### src/rtl/xtoken_link_arbiter.sv
// xtoken_link_arbiter
// Round-robin arbiter that lets NUM_REQ first-word-fall-through token FIFOs
// share one 9-bit token sink, one whole packet at a time. A grant is only
// released after an END or PAUSE control token has been forwarded, so packets
// from different sources never interleave on the link.

module xtoken_link_arbiter #(
  parameter int          NUM_REQ       = 4,
  parameter int          REQ_IDX_WIDTH = 2,
  parameter logic [7:0]  CT_END        = 8'h01,
  parameter logic [7:0]  CT_PAUSE      = 8'h02
) (
  input  logic                     clk,
  input  logic                     reset,
  input  logic [NUM_REQ-1:0]       req_empty,
  input  logic [9*NUM_REQ-1:0]     req_dout,
  output logic [NUM_REQ-1:0]       req_rd_en,
  input  logic                     out_full,
  output logic [8:0]               out_din,
  output logic                     out_wr_en,
  output logic                     grant_valid,
  output logic [REQ_IDX_WIDTH-1:0] grant_idx,
  output logic [15:0]              tok_count
);

  typedef enum logic {
    ST_IDLE,
    ST_XFER
  } state_t;

  // After reset the pointer sits on the last source so source 0 wins first.
  localparam logic [REQ_IDX_WIDTH-1:0] LAST_PTR_RESET = REQ_IDX_WIDTH'(NUM_REQ - 1);

  state_t                   state_q, state_d;
  logic [REQ_IDX_WIDTH-1:0] grant_idx_q, grant_idx_d;
  logic [REQ_IDX_WIDTH-1:0] last_ptr_q, last_ptr_d;
  logic [15:0]              tok_count_q, tok_count_d;

  logic [8:0]               head_tok;
  logic                     head_empty;
  logic                     xfer;
  logic                     release_tok;
  logic                     any_req;
  logic [REQ_IDX_WIDTH-1:0] rr_winner;
  logic                     found_hi;
  logic                     found_lo;
  logic [REQ_IDX_WIDTH-1:0] win_hi;
  logic [REQ_IDX_WIDTH-1:0] win_lo;

  // Select the head token and empty flag of the currently granted source.
  always_comb begin
    head_tok   = '0;
    head_empty = 1'b1;
    for (int i = 0; i < NUM_REQ; i++) begin
      if (grant_idx_q == REQ_IDX_WIDTH'(i)) begin
        head_tok   = req_dout[9*i +: 9];
        head_empty = req_empty[i];
      end
    end
  end

  // A token moves only while granted, the source has data and the sink has
  // room; reset suppresses movement so nothing is popped in the reset cycle.
  assign xfer        = (state_q == ST_XFER) && !reset && !head_empty && !out_full;
  assign release_tok = xfer && head_tok[8] &&
                       ((head_tok[7:0] == CT_END) || (head_tok[7:0] == CT_PAUSE));

  // Round-robin search: first look above last_ptr, then wrap to the bottom.
  always_comb begin
    found_hi = 1'b0;
    found_lo = 1'b0;
    win_hi   = '0;
    win_lo   = '0;
    for (int j = 0; j < NUM_REQ; j++) begin
      if (!found_hi && !req_empty[j] && (REQ_IDX_WIDTH'(j) > last_ptr_q)) begin
        found_hi = 1'b1;
        win_hi   = REQ_IDX_WIDTH'(j);
      end
      if (!found_lo && !req_empty[j] && (REQ_IDX_WIDTH'(j) <= last_ptr_q)) begin
        found_lo = 1'b1;
        win_lo   = REQ_IDX_WIDTH'(j);
      end
    end
    any_req   = found_hi || found_lo;
    rr_winner = found_hi ? win_hi : win_lo;
  end

  // State and bookkeeping registers with synchronous reset.
  always_ff @(posedge clk) begin
    if (reset) begin
      state_q     <= ST_IDLE;
      grant_idx_q <= '0;
      last_ptr_q  <= LAST_PTR_RESET;
      tok_count_q <= '0;
    end else begin
      state_q     <= state_d;
      grant_idx_q <= grant_idx_d;
      last_ptr_q  <= last_ptr_d;
      tok_count_q <= tok_count_d;
    end
  end

  // Next-state logic: grant on any request, release after a closing token.
  always_comb begin
    state_d     = state_q;
    grant_idx_d = grant_idx_q;
    last_ptr_d  = last_ptr_q;
    tok_count_d = xfer ? (tok_count_q + 16'd1) : tok_count_q;
    case (state_q)
      ST_IDLE: begin
        if (any_req) begin
          state_d     = ST_XFER;
          grant_idx_d = rr_winner;
        end
      end
      ST_XFER: begin
        if (release_tok) begin
          state_d    = ST_IDLE;
          last_ptr_d = grant_idx_q;
        end
      end
      default: state_d = ST_IDLE;
    endcase
  end

  // Output decode: pop and write strobes track xfer, data follows the grant.
  always_comb begin
    grant_valid = (state_q == ST_XFER);
    grant_idx   = grant_idx_q;
    tok_count   = tok_count_q;
    out_wr_en   = xfer;
    out_din     = grant_valid ? head_tok : 9'd0;
    req_rd_en   = '0;
    for (int k = 0; k < NUM_REQ; k++) begin
      if (grant_idx_q == REQ_IDX_WIDTH'(k)) begin
        req_rd_en[k] = xfer;
      end
    end
  end

endmodule

### config.mk
export PLATFORM = sky130hd
export DESIGN_NAME = xtoken_link_arbiter
export DESIGN_NICKNAME = d
export VERILOG_FILES = /design/src/rtl/xtoken_link_arbiter.sv
export SDC_FILE = /design/constraint.sdc
export NUM_CORES = 1
export LEC_CHECK = 0
export CORE_MARGIN = 2
export CORE_UTILIZATION = 42
export CTS_CLUSTER_DIAMETER = 150
export DETAILED_ROUTE_END_ITERATION = 6
export HOLD_SLACK_MARGIN = 0.15
export PLACE_DENSITY = 0.94
export SLEW_MARGIN = 20
export SYNTH_ARGS = -nofsm -noshare
export SYNTH_HDL_FRONTEND = slang
export SYNTH_SLANG_ARGS = --single-unit
### constraint.sdc
create_clock -name clk -period 4 [get_ports clk]
set_clock_uncertainty 0.1 [all_clocks]
set_input_delay 0.6 -clock clk [delete_from_list [all_inputs] [get_ports clk]]
set_output_delay 0.6 -clock clk [all_outputs]
set_load 0.05 [all_outputs]
==> out/qor.txt <==
Start point of the worst min-delay path: last_ptr_q[0]
Register bit count reported by yosys: 21
Leak: 0.7457 nW
Post-placement worst setup slack: 0.6541 ns
Total Die Area: 3840 sq um
Top-level port count: 76
Root Buffer: clkbuf_4
Startpoint kind of the worst setup timing path: flop
Wire length of the first global-routing pass: 5761 microns
# Post-CTS Setup Buffers: 0
Result of the run: complete, no violations
Fraction of layout cells with a size suffix above 1: 8.482%
Capturing element type of the critical path: primary output
Routed length per placed instance: 13.99 microns
Crit path time final: 3.507 ns
Reg2reg path depth: 5
H-tree depth: 1
Antenna violations before repair: 0
Chip height: 61.97 microns
Avg Cell Area, Syn: 9.347 sq um
Nets: 269
CTS tree: built
First-iteration detailed-routing DRC count: 55
Peak fanout along the critical path: 19
Horizontal die dimension: 61.97 microns
Hold Path Depth: 2
Startpoint of the worst-slack reg-to-reg timing path: grant_idx[0]
Setup tns final: 0 ns
Number of failing setup endpoints in the final timing report: 0
Num CTS Buffers: 3
Worst path required time: 3.30 ns
Final worst slack: 0.4926 ns
Share of the yosys chip area belonging to registers: 29.79%
Post-synthesis instance area: 1411 sq um
Synth area leader: dfxtp_1
Clock sink count: 21
Aggregate global routing overflow: 0
Critical path's top delay family: flip-flops
Number of design rule violations left after detail routing: 0
All-layer global routing usage: 20.23%
Starting density of the core: 42.97%
RSZ-0062 raised after global routing: no
Via total after detailed routing: 1438
Path type of the worst min-delay path: reg -> reg
Worst skew pair latency: 0.32 ns
Timing-limited maximum frequency: 285.1 MHz
Placer congestion estimate: 0.8506
Arrival time worst endpoint: 2.81 ns
Share of the synthesized area in the top cell type: 29.79%
Capture instance of the worst register-to-register path: last_ptr_q[0]
Number of buffers inserted by port buffering: 75
Hold Vio Cnt, Final: 0
Clk slew on worst S/H paths: 0.12 ns
Flop2flop setup slack: 1.61 ns
Maxcap violations: 0
Cell chain of the critical path: mux4_1 > and2_1 > clkdlybuf4s50_1
Number of hold buffers added after CTS: 0
Sum of routed wire length over all layers: 3776 microns
DP HPWL: 2955 microns
Area of the core: 3284 sq um
Critical path's largest stage delay: 0.88 ns
DP Cell Count: 266
Critical Path Slowest Stage Cell: dfxtp_1
Share of flip-flops with an asynchronous set or reset: 0%
Number of buffer and inverter instances along the worst setup path: 1
Critical path type: reg -> out
Share of the core filled with cells: 67.43%
Number of nets produced by synthesis: 195
Worst min-delay path endpoint: last_ptr_q[0]
Most instantiated flip-flop cell in the synthesis netlist: dfxtp_1
Maximum VDD drop: 0.2519 mV
Pwr per Cell Area: 219.4 nW/um^2
Cell Rows: 21
Worst hold slack after final layout: 0.4176 ns
Slew at the pin with the worst max-slew slack: 0.8299 ns
Count of TritonRoute iterations in the first routing pass: 4
Count of yosys warnings during synthesis: 0
Worst slew slack as a fraction of its limit: 44.60%
Number of flops mapped to enable cells by yosys: 0
Post-route non-filler standard cell count: 270
Max Transition Viols Final: 0
Clock Tree Buf Depth: 2
Number of gates given a new drive strength after cts: 0
Layout overhead on the synthesized area: 56.91%
Pin count of the biggest net entering global routing: 20
Vias per inst: 5.326
Vias in the first global route: 1303
Yosys cell types: 42
Fin crit share: 87.69%
Cell count after synthesis: 151
# diodes: 0
Largest cells by area after synthesis: dfxtp_1 (30%), mux4_2 (8.0%), mux4_1 (7.4%)
DRT antenna net count: 0
synthesized netlist by cell type, types with 3 or more instances:
master / number
mux4_1: 4
mux4_2: 5
nor2_1: 18
dfxtp_1: 21
nand4_1: 8
nand2_1: 10
xnor2_1: 8
buf_2: 3
xor2_1: 7
inv_1: 4
and2_1: 10
nand3_1: 5
o21ai_0: 5
nor4_1: 3
nor3_1: 5
stage by stage:
step                power, mW  area, sq um
floorplan              0.3146         1411
global placement       0.3800         2185
detailed placement     0.3828         2185
CTS                    0.4895         2215
global route           0.5056         2215
finish                 0.4859         2215
final cells by class:
cell class	instances	area, sq um
Clock buffer	3	22.52
Clock inverter	1	7.507
Fill cell	259	1070
Inverter	4	15.01
Multi-Input combinational cell	118	920.9
Sequential cell	21	420.4
Tap cell	46	57.56
Timing Repair Buffer	77	770.7
kinds of logic after synthesis:
kind of cell,synth area share (%)
compound gates,8.511
xor+xnor,9.309
fa+ha+maj,0.8864
mux,17.64
flops,29.79
buf+inv,4.964
simple gates,28.90
worst max path at each step:
stage,start,endpoint,slack (ns),cells after the start
2_1_floorplan,grant_idx[1],req_rd_en[2],0.62,3
3_3_place_gp,reset,req_rd_en[2],0.72,5
3_5_place_dp,reset,req_rd_en[2],0.65,5
4_1_cts,grant_idx[0],out_din[7],0.46,3
5_1_grt,grant_idx[0],out_din[7],0.32,3
6_report,grant_idx[0],out_din[7],0.49,3
power breakdown:
group / leakage (nW) / switching (mW) / internal, mW / total [mW]
Sequential: 0.170 / 0.0106 / 0.211 / 0.222
Clock: 0.0139 / 0.0701 / 0.0382 / 0.108
Combinational: 0.562 / 0.0736 / 0.0820 / 0.156
sequential cells by signal, summed over array words and instances (netlist names):
name / count
grant_idx: 2
last_ptr_q: 2
tok_count: 16
grant_valid: 1
layout by cell type, fill, tap and decap left out, types with 3 or more instances in the layout:
| cell type | n |
|---|---|
| xnor2_1 | 8 |
| and2_1 | 10 |
| nor4_1 | 3 |
| buf_4 | 4 |
| clkdlybuf4s50_1 | 72 |
| mux4_1 | 4 |
| xor2_1 | 7 |
| nand4_1 | 8 |
| nand3_1 | 5 |
| clkbuf_4 | 3 |
| nand2_1 | 10 |
| dfxtp_1 | 21 |
| nor2_1 | 18 |
| mux4_2 | 5 |
| o21ai_0 | 5 |
| inv_1 | 4 |
| nor3_1 | 5 |
worst register-to-register path, cell delays in order, from the launching register on:
cell and delay [ns]:
dfxtp_1 0.88, mux4_2 0.64, nor4_4 0.31, and2_4 0.19, a41oi_1 0.10, nand2_1 0.12
routing by layer:
layer	track usage, %	vias to the layer above	part of all wire (%)
li1	-	704	-
met1	23.75	677	42
met2	36.76	47	51
met3	4.141	10	5.6
met4	6.079	0	2.0
met5	0	-	0
Note: power is estimated with default switching activity, not from simulation.
